[config.mk]
export PLATFORM = sky130hd
export DESIGN_NAME = btn_mode_ctrl
export DESIGN_NICKNAME = d
export VERILOG_FILES = /design/src/rtl/btn_mode_ctrl.sv
export SDC_FILE = /design/constraint.sdc
export NUM_CORES = 1
export LEC_CHECK = 0
export CAP_MARGIN = 20
export CORE_AREA = 2 2 39 41
export DETAILED_ROUTE_END_ITERATION = 8
export DIE_AREA = 0 0 41 43
export GPL_TIMING_DRIVEN = 0
export SLEW_MARGIN = 15
export SYNTH_ARGS = -nofsm -noshare
export SYNTH_HDL_FRONTEND = slang
export SYNTH_SLANG_ARGS = --single-unit
[constraint.sdc]
create_clock -name i_clk -period 2 [get_ports i_clk]
set_clock_uncertainty 0.1 [all_clocks]
set_input_delay 0.4 -clock i_clk [delete_from_list [all_inputs] [get_ports i_clk]]
set_output_delay 0.4 -clock i_clk [all_outputs]
set_load 0.005 [all_outputs]
[src/rtl/btn_mode_ctrl.sv]
// rtl/btn_mode_ctrl.sv - synchronised, debounced push-button with press/release strobes and toggling mode level
module btn_mode_ctrl #(
  parameter int SYNC_STAGES     = 2,
  parameter int DEBOUNCE_CYCLES = 4,
  parameter bit MODE_INIT       = 1'b0
) (
  input  logic i_clk,
  input  logic i_rst,
  input  logic i_btn,
  output logic o_btn_db,
  output logic o_press,
  output logic o_release,
  output logic o_mode
);

  localparam int CW = $clog2(DEBOUNCE_CYCLES) + 1;
  localparam logic [CW-1:0] CNT_ONE  = CW'(1);
  localparam logic [CW-1:0] CNT_LAST = CW'(DEBOUNCE_CYCLES - 1);

  typedef enum logic [1:0] {
    IDLE,
    PWAIT,
    HELD,
    RWAIT
  } state_t;

  logic [SYNC_STAGES-1:0] sync_q;
  logic                   sync;

  state_t          state_q, state_d;
  logic [CW-1:0]   cnt_q, cnt_d;
  logic            btn_db_d, press_d, release_d, mode_d;

  assign sync = sync_q[SYNC_STAGES-1];

  always_ff @(posedge i_clk) begin
    if (i_rst) begin
      sync_q <= '0;
    end else begin
      sync_q <= {sync_q[SYNC_STAGES-2:0], i_btn};
    end
  end

  always_ff @(posedge i_clk) begin
    if (i_rst) begin
      state_q   <= IDLE;
      cnt_q     <= '0;
      o_btn_db  <= 1'b0;
      o_press   <= 1'b0;
      o_release <= 1'b0;
      o_mode    <= MODE_INIT;
    end else begin
      state_q   <= state_d;
      cnt_q     <= cnt_d;
      o_btn_db  <= btn_db_d;
      o_press   <= press_d;
      o_release <= release_d;
      o_mode    <= mode_d;
    end
  end

  // Strobes default low so each is asserted for exactly the accepting edge.
  always_comb begin
    state_d   = state_q;
    cnt_d     = cnt_q;
    btn_db_d  = o_btn_db;
    press_d   = 1'b0;
    release_d = 1'b0;
    mode_d    = o_mode;

    unique case (state_q)
      IDLE: begin
        if (sync) begin
          state_d = PWAIT;
          cnt_d   = CNT_ONE;
        end
      end
      PWAIT: begin
        if (!sync) begin
          state_d = IDLE;
        end else if (cnt_q == CNT_LAST) begin
          state_d  = HELD;
          press_d  = 1'b1;
          btn_db_d = 1'b1;
          mode_d   = ~o_mode;
        end else begin
          cnt_d = cnt_q + CNT_ONE;
        end
      end
      HELD: begin
        if (!sync) begin
          state_d = RWAIT;
          cnt_d   = CNT_ONE;
        end
      end
      RWAIT: begin
        if (sync) begin
          state_d = HELD;
        end else if (cnt_q == CNT_LAST) begin
          state_d   = IDLE;
          release_d = 1'b1;
          btn_db_d  = 1'b0;
        end else begin
          cnt_d = cnt_q + CNT_ONE;
        end
      end
      default: begin
        state_d = IDLE;
      end
    endcase
  end

endmodule

==> qor.tcl <==
set qor(run_status) {finished clean}
set qor(worst-path-buf-inv) 1
set qor(antenna_found_initial) 0
set qor(floorplan.initialDensity) 0.363
set qor(maxSlewViolCount) 0
set qor(vias_per_cell) 4.71
set qor(final_core_utilization) 0.439
set qor(postCtsSetupBuffers) 0
set qor(setup_viol) 0
set qor(setup_slack_ns) 0.382
set qor(cts_max_path_buffers) 2
set qor(htree_levels) 1
set qor(clk_transition_reported_paths_ns) 0.07
set qor(largest_fanout_on_the_critical_path) 2
set qor(first_global_vias) 284
set qor(hold_bufs_at_cts) 0
set qor(synth.yosys.warnings) 0
set qor(startpoint_type) {flop}
set qor(crit_path_end_kind) {primary output}
set qor(routed_wl_um) 750
set qor(rsz0062_at_grt) {no}
set qor(regToRegStartpoint) {cnt_q[0]}
set qor(cts_made_buffers) 3
set qor(cpLargestDelayFamily) {buffers and inverters}
set qor(cpPeakStageDelay_ns) 0.50
set qor(largest_net_degree_at_the_start_of_global_routing) 11
set qor(met3WireLength_um) 29
set qor(layout-drive-gt1-share) 0.193
set qor(grt_first_pass_wirelength_mm) 1.25
set qor(fmax_ghz) 0.618
set qor(min_period_ns) 1.62
set qor(pin_count) 7
set qor(ant_nets) 0
set qor(hold-worst-slack_ns) 0.339
set qor(r2r_setup_slack_ns) 0.47
set qor(clock_sinks) 11
set qor(max_slew.worst_pin.slew_ns) 0.470
set qor(drc_errors) 0
set qor(area_delta_synth_final_pct) 21.2
set qor(relSlewSlack) 0.687
set qor(core_outline_area_um2) 1380
set qor(period_share) 0.809
set qor(critical_path_class) {reg -> out}
set qor(die_width_um) 41
set qor(timing.rr.end) {o_btn_db}
set qor(fin_cells) 73
set qor(portbufs) 6
set qor(synthDistinctLibCells) 23
set qor(cap_violations) 0
set qor(hold_violations) 0
set qor(cp_data_required_time_ns) 1.50
set qor(post_synth_instance_area_um2) 502
set qor(cp_data_arrival_time_ns) 1.12
set qor(totalNegativeSetupSlack_ns) 0
set qor(first_drt_iteration_drcs) 1
set qor(synth_fp_nets) 53
set qor(via_count) 344
set qor(synth.ff_latch_count) 11
set qor(clk_latency_ns) 0.27
set qor(dp.final_hpwl_um) 544
set qor(num-nets-final) 64
set qor(per_cell_routed_wire_length_um) 10.3
set qor(fp-row-count) 14
set qor(worstSetupStartpoint) {o_mode}
set qor(cp.depth) 1
set qor(crit_path_end) {o_mode}
set qor(ff2ff_path_depth) 5
set qor(p_leak_nw) 0.208
set qor(detailed_route_wirelength_on_metal2_um) 299
set qor(placed_cells) 69
set qor(fp.dieArea_um2) 1760
set qor(tritoncts_clock_tree) {built}
set qor(vdd_drop_max_mv) 0.374
set qor(hold_class) {reg -> reg}
set qor(netlist_instances) 47
set qor(power.density_cell_area_nw_per_um2) 655
set qor(place.gp.congestion) 0.724
set qor(critPathSlowestCell) {clkdlybuf4s50_1}
set qor(filler_cell_count) 141
set qor(die_h_um) 43
set qor(met1Wirelength_um) 403
set qor(detailedRoute.firstPassIterationCount) 2
set qor(global_route.overflow_total) 0
set qor(total_inserted_antenna_cells) 0
set qor(ctsRootBufferMaster) {clkbuf_4}
set qor(detailedPlace.worstSlack_ns) 0.367
set qor(postCtsResizedCells) 0
set qor(avgSynthCellArea_um2) 10.7
set qor(cp_cell_sequence) {clkdlybuf4s50_1}
set qor(yosysSeqAreaShare) 0.439
set qor(top_layer_used) {met4}
set qor(gr-usage-all-layers) 0.112
## through the flow
| stage | cell area, um2 | power, mW |
|---|---|---|
| 6_report | 608 | 0.398 |
| 5_1_grt | 608 | 0.414 |
| 4_1_cts | 608 | 0.407 |
| 3_5_place_dp | 582 | 0.251 |
| 3_3_place_gp | 582 | 0.250 |
| 2_1_floorplan | 502 | 0.244 |
## placed cells by master, fill, tap and decap left out
cell	synthesis	final
nor2b_1	2	2
a221oi_2	1	1
a21oi_2	1	1
clkbuf_1	1	2
nand3_1	1	1
clkbuf_4	0	3
nor4b_1	2	2
and2_1	1	1
xnor2_2	1	1
buf_6	1	1
dfxtp_1	11	11
nand2_1	4	4
nand4b_1	2	2
a311oi_2	1	1
a21oi_1	3	3
nor3_1	1	1
nor2_1	2	2
clkdlybuf4s50_1	0	6
inv_1	2	2
buf_4	1	1
ha_1	3	3
xor2_4	1	1
nor2_2	1	1
xor2_1	1	1
o21ai_0	3	3
## power by group
group          switching, mW  internal, mW
clock network         0.0758        0.0773
registers            0.00256         0.222
logic                0.00994        0.0103
## worst min path at each step
stage	startpoint	to	slack (ns)	cells past startpoint
final	sync_q[0]	sync_q[1]	0.34	1
after global routing	sync_q[0]	sync_q[1]	0.36	1
after CTS	sync_q[0]	sync_q[1]	0.35	1
after detailed placement	sync_q[0]	sync_q[1]	0.33	1
after global placement	sync_q[0]	sync_q[1]	0.31	1
after floorplan	sync_q[0]	sync_q[1]	0.31	1
## routing by layer
metal / up-vias / GRT usage
li1: 181 / -
met3: 2 / 0.0314
met1: 155 / 0.179
met4: 0 / 0.100
met5: - / 0
met2: 6 / 0.109
## registers in the layout, summed over array words and instances, names as in the netlist, named ones only
signal and count:
state_q 1, o_release 1, cnt_q 3, o_press 1, o_btn_db 1, sync_q 2, o_mode 1
## logic make-up (layout without fill, tap and decap cells)
group | Yosys count | after routing | share of synthesized area
AO/OA/AOI/OAI | 9 | 9 | 0.137
buffers and inverters | 5 | 15 | 0.0599
adder cells (fa/ha/maj) | 3 | 3 | 0.0748
XOR/XNOR | 3 | 3 | 0.105
AND/OR/NAND/NOR | 16 | 16 | 0.185
flip-flops | 11 | 11 | 0.439
## cells in the mapped netlist
cell,count,area (um2)
nand3_1,1,5.00
nor3_1,1,5.00
xnor2_2,1,16.3
clkbuf_1,1,3.75
nand4b_1,2,17.5
nor2_2,1,6.26
and2_1,1,6.26
nor2_1,2,7.51
nor2b_1,2,12.5
buf_4,1,7.51
xor2_1,1,8.76
a221oi_2,1,15.0
inv_1,2,7.51
a21oi_1,3,15.0
a311oi_2,1,15.0
dfxtp_1,11,220
ha_1,3,37.5
a21oi_2,1,8.76
buf_6,1,11.3
o21ai_0,3,15.0
xor2_4,1,27.5
nor4b_1,2,17.5
nand2_1,4,15.0
## cell type report
class / instances / area, um2 / area share
Multi-Input combinational cell: 31 / 251 / 0.414
Sequential cell: 11 / 220 / 0.362
Timing Repair Buffer: 6 / 60.1 / 0.0988
Clock buffer: 4 / 26.3 / 0.0432
Buffer: 3 / 22.5 / 0.0370
Tap cell: 16 / 20.0 / 0.0329
Inverter: 2 / 7.51 / 0.0123
Power figures use the tool's default switching activity.
==> RTL edit 1, RTL diff (same settings) <==
Set the parameter `MODE_INIT` to 1'b1 (it was 1'b0).
--- a/src/rtl/btn_mode_ctrl.sv
+++ b/src/rtl/btn_mode_ctrl.sv
@@ -2,7 +2,7 @@
 module btn_mode_ctrl #(
   parameter int SYNC_STAGES     = 2,
   parameter int DEBOUNCE_CYCLES = 4,
-  parameter bit MODE_INIT       = 1'b0
+  parameter bit MODE_INIT       = 1'b1
 ) (
   input  logic i_clk,
   input  logic i_rst,
Behaviour: not the same (Yosys sat finds a counterexample within 4 cycles, from zero or initial values and one cycle with i_rst high).
==> RTL edit 1 against the original RTL <==
  * Via count decreased by 2.3%
  * Wire length increased by 7.5%
  * Cell area increased by 0.41%
  * Power decreased by 1.7%
  * Setup slack improved by 2.2 ps
  * Non-clock buffer count unchanged
  * Clock power decreased by 5%
  * Sequential share of layout area decreased by 0.15 points
  * Synthesized area increased by 0.50%
  * Sequential cell count unchanged
==> RTL edit 1: results (changes against the original RTL) <==
worst ir drop on vdd: 0.000368 V (was 0.000374 V)
synthesized flop and latch total: 11 (unchanged)
status: complete, no violations (unchanged)
post-synthesis sequential area ratio: 0.437 (was 0.439)
met2 usage: 0.163 (was 0.109)
GR Util met3: 0.0942 (was 0.0314)
hpwl dp: 553 microns (was 544 microns)
DP Worst Slack: 376 ps (was 367 ps)
fraction of layout cells with a size suffix above 1: 0.193 (unchanged)
Top FF cell, synth: dfxtp_1 (unchanged)
vias in the first global route: 331 (was 284)
Synth area leaders: dfxtp_1, ha_1, xor2_4, nand4b_1, nor4b_1 (unchanged)
internal power: 0.000310 W (about the same)
Final Hold Fails: 0 (unchanged)
DRT met1 WL: 392 microns (was 403 microns)
fraction of area in multi-input gates: 0.416 (was 0.414)
first-pass GRT wire length: 1330 microns (was 1250 microns)
Leakage: 0.207 nW (was 0.208 nW)
Tmin final: 1620 ps (about the same)
ClkCell Share: 0.0430 (was 0.0432)
setup bufs post-CTS: 0 (unchanged)
routed wl met2: 346 microns (was 299 microns)
grt met1 use: 0.134 (was 0.179)
Synth Area in Adders: 0.0744 (was 0.0748)
Initial DRC Count: 3 (was 1)
Fin Hold WS: 344 ps (was 339 ps)
synthesized-area fraction occupied by xor and xnor cells: 0.104 (was 0.105)
vias per inst: 4.60 (was 4.71)
sequential share of cell area: 0.361 (was 0.362)
R2R setup slack: 440 ps (was 470 ps)
crit-path max FO: 3 (was 2)
synth unique cells: 24 (was 23)
Logic inverters: 2 (unchanged)
# fillers: 137 (was 141)
RD Place Congestion: 0.728 (was 0.724)
Worst Tran Pin Value: 440 ps (was 470 ps)
WL met3: 57 microns (was 29 microns)
GR Util All Layers: 0.118 (was 0.112)
Compound-Gate Fraction of Synth Area: 0.136 (was 0.137)
fraction of cell area in non-clock buffers: 0.135 (was 0.136)
routed len/inst: 11.0 microns (was 10.3 microns)
==> RTL edit 1: cell count changes after synthesis <==
cell	change
nand2b_1	+1
nor2_1	-1
==> RTL edit 1: worst max-delay path by stage <==
stage / cells after the start / end / startpoint
global placement: 3 / o_release / i_rst
floorplan: 5 / cnt_q[1] / cnt_q[0]
global route: 5 / o_btn_db / cnt_q[0]
detailed placement: 3 / o_release / i_rst
finish: 1 / o_btn_db / o_btn_db
CTS: 1 / o_btn_db / o_btn_db
==> RTL edit 1: power groups by stage <==
stage	Combinational [W]	Sequential, W	Clock (W)
floorplan	0.0000144	0.000230	0
global placement	0.0000205	0.000230	0
detailed placement	0.0000209	0.000230	0
CTS	0.0000209	0.000225	0.000155
global route	0.0000228	0.000226	0.000165
finish	0.0000205	0.000225	0.000146
==> RTL edit 1: stage by stage <==
step / area, sq um / instances
3_3_place_gp: 584 / 69
6_report: 611 / 73
4_1_cts: 611 / 73
5_1_grt: 611 / 73
3_5_place_dp: 584 / 69
2_1_floorplan: 504 / 47
==> RTL edit 2, RTL diff (config.mk and constraints unchanged) <==
Made on the original files. Register the output `o_mode` once more, cleared by the reset; this adds one clock of latency there. The other outputs are not delayed to match.
--- a/src/rtl/btn_mode_ctrl.sv
+++ b/src/rtl/btn_mode_ctrl.sv
@@ -24,6 +24,8 @@
     RWAIT
   } state_t;
 
+  logic o_mode_s0;
+
   logic [SYNC_STAGES-1:0] sync_q;
   logic                   sync;
 
@@ -48,14 +50,14 @@
       o_btn_db  <= 1'b0;
       o_press   <= 1'b0;
       o_release <= 1'b0;
-      o_mode    <= MODE_INIT;
+      o_mode_s0 <= MODE_INIT;
     end else begin
       state_q   <= state_d;
       cnt_q     <= cnt_d;
       o_btn_db  <= btn_db_d;
       o_press   <= press_d;
       o_release <= release_d;
-      o_mode    <= mode_d;
+      o_mode_s0 <= mode_d;
     end
   end
 
@@ -66,7 +68,7 @@
     btn_db_d  = o_btn_db;
     press_d   = 1'b0;
     release_d = 1'b0;
-    mode_d    = o_mode;
+    mode_d    = o_mode_s0;
 
     unique case (state_q)
       IDLE: begin
@@ -82,7 +84,7 @@
           state_d  = HELD;
           press_d  = 1'b1;
           btn_db_d = 1'b1;
-          mode_d   = ~o_mode;
+          mode_d   = ~o_mode_s0;
         end else begin
           cnt_d = cnt_q + CNT_ONE;
         end
@@ -110,5 +112,13 @@
     endcase
   end
 
+  always_ff @(posedge i_clk) begin
+    if (i_rst) begin
+      o_mode <= '0;
+    end else begin
+      o_mode <= o_mode_s0;
+    end
+  end
+
 endmodule
 
Check against the original RTL: not equivalent (a bounded check fails within 10 cycles, from zero or initial values and one cycle with i_rst high).
==> RTL edit 2 against the original RTL <==
  * Power increased by 2.4%
  * Core utilization is 1.6 points higher
  * Sequential share of layout area is 1.9 points higher
  * Sequential cell count rose by 1
  * Wire length is 6.5% higher
  * Setup slack improved by 9.6 ps
  * Count of clock-buffer cells in the layout down 1
  * Synthesized area increased by 5.2%
  * Cell area up 3.7%
  * Largest cell class unchanged
  * Largest power group unchanged
==> RTL edit 2: results (changes against the original RTL) <==
htree depth: 1 (unchanged)
Syn Inst Count: 49 (was 47)
DRC errors left: 0 (unchanged)
vias in the first global route: 354 (was 284)
final std cells w/o fill: 74 (was 73)
Congestion Overflow GR: 0 (unchanged)
Slew HR: 0.684 (was 0.687)
# diodes: 0 (unchanged)
final wirelength: 799 microns (was 750 microns)
DRT Pass-1 Iters: 2 (unchanged)
clk_lat worst skew: 260 ps
worst reg2reg path depth: 5 (unchanged)
worst ir drop on vdd: 0.000409 V (was 0.000374 V)
Root Buffer: clkbuf_4 (unchanged)
Synth area leaders: dfxtp_1, ha_1, xor2_4, nor2b_1, nand4b_1 (was dfxtp_1, ha_1, xor2_4, nand4b_1, nor4b_1)
Largest regs: cnt_q (3), sync_q (2) (unchanged)
most frequent cells after synthesis: dfxtp_1, nand2_1 (was dfxtp_1, nand2_1, a21oi_1, ha_1, o21ai_0)
setup bufs post-CTS: 0 (unchanged)
IO Port Bufs: 6 (unchanged)
Leakage: 0.217 nW (was 0.208 nW)
FF-to-FF End: o_btn_db (unchanged)
Crit Reg-Reg Startpoint: cnt_q[0] (unchanged)
critical path's top delay family: buffers and inverters (unchanged)
synth unique cells: 23 (unchanged)
fin nets: 66 (was 64)
status: complete, no violations (unchanged)
Synthesized Nets: 55 (was 53)
Hold Crit Start: sync_q[0] (unchanged)
dpl cells: 71 (was 69)
# fillers: 138 (was 141)
GR Util All Layers: 0.123 (was 0.112)
placed inst area: 608 sq um (was 582 sq um)
Longest Clk Path Bufs: 2 (unchanged)
CP peak stage delay: 500 ps (about the same)
first-pass GRT wire length: 1460 microns (was 1250 microns)
Initial DRC Count: 2 (was 1)
Tightest Hold Check Type: reg2reg (unchanged)
RD Place Congestion: 0.705 (was 0.724)
crit-path max FO: 3 (was 2)
CTS clk-pin slew, worst paths: 70 ps (about the same)
fraction of layout cells with a size suffix above 1: 0.190 (was 0.193)
post-synthesis sequential area ratio: 0.455 (was 0.439)
hpwl dp: 589 microns (was 544 microns)
DR vias: 356 (was 344)
==> RTL edit 2: cell types whose count changed after synthesis <==
cell,change
dfxtp_1,+1
nor2b_1,+1
==> RTL edit 2: cell families after synthesis <==
kind of cell    after synthesis  synth area share
buf+inv                       5            0.0569
xor+xnor                      3            0.0995
simple gates                 17             0.187
fa+ha+maj                     3            0.0711
compound gates                9             0.130
flops                        12             0.455
==> RTL edit 2: final cells by class <==
cell class | instances | area [sq um] | area share
Sequential cell | 12 | 240 | 0.381
Timing Repair Buffer | 6 | 60.1 | 0.0952
Multi-Input combinational cell | 32 | 258 | 0.409
Tap cell | 16 | 20.0 | 0.0317
Clock buffer | 3 | 22.5 | 0.0357
Buffer | 3 | 22.5 | 0.0357
Inverter | 2 | 7.51 | 0.0119
==> RTL edit 2: stage by stage <==
stage / hold WS (ps) / worst slack, ps
after CTS: 345 / 368
after floorplan: 314 / 626
after detailed placement: 329 / 323
after global placement: 330 / 356
final: 339 / 392
after global routing: 362 / 300
==> RTL edit 2: worst max path at each step <==
stage              from          to  slack (ps)  cells after the start
6_report       o_btn_db    o_btn_db         390                      1
5_1_grt        cnt_q[0]    o_btn_db         300                      5
4_1_cts        o_btn_db    o_btn_db         370                      1
3_5_place_dp      i_rst   o_release         320                      3
3_3_place_gp      i_rst  state_q[0]         360                      3
2_1_floorplan  cnt_q[0]    cnt_q[1]         630                      5
==> RTL edit 2: report_power, final <==
group          switching (W)  internal, W
clock              0.0000728    0.0000695
sequential        0.00000261     0.000242
combinational      0.0000102    0.0000104
total              0.0000857     0.000322
==> RTL edit 2: per-layer routing <==
metal	GRT usage	wire length, microns
met4	0.0400	0
met2	0.169	356
met5	0	0
met3	0.0628	26
met1	0.163	416
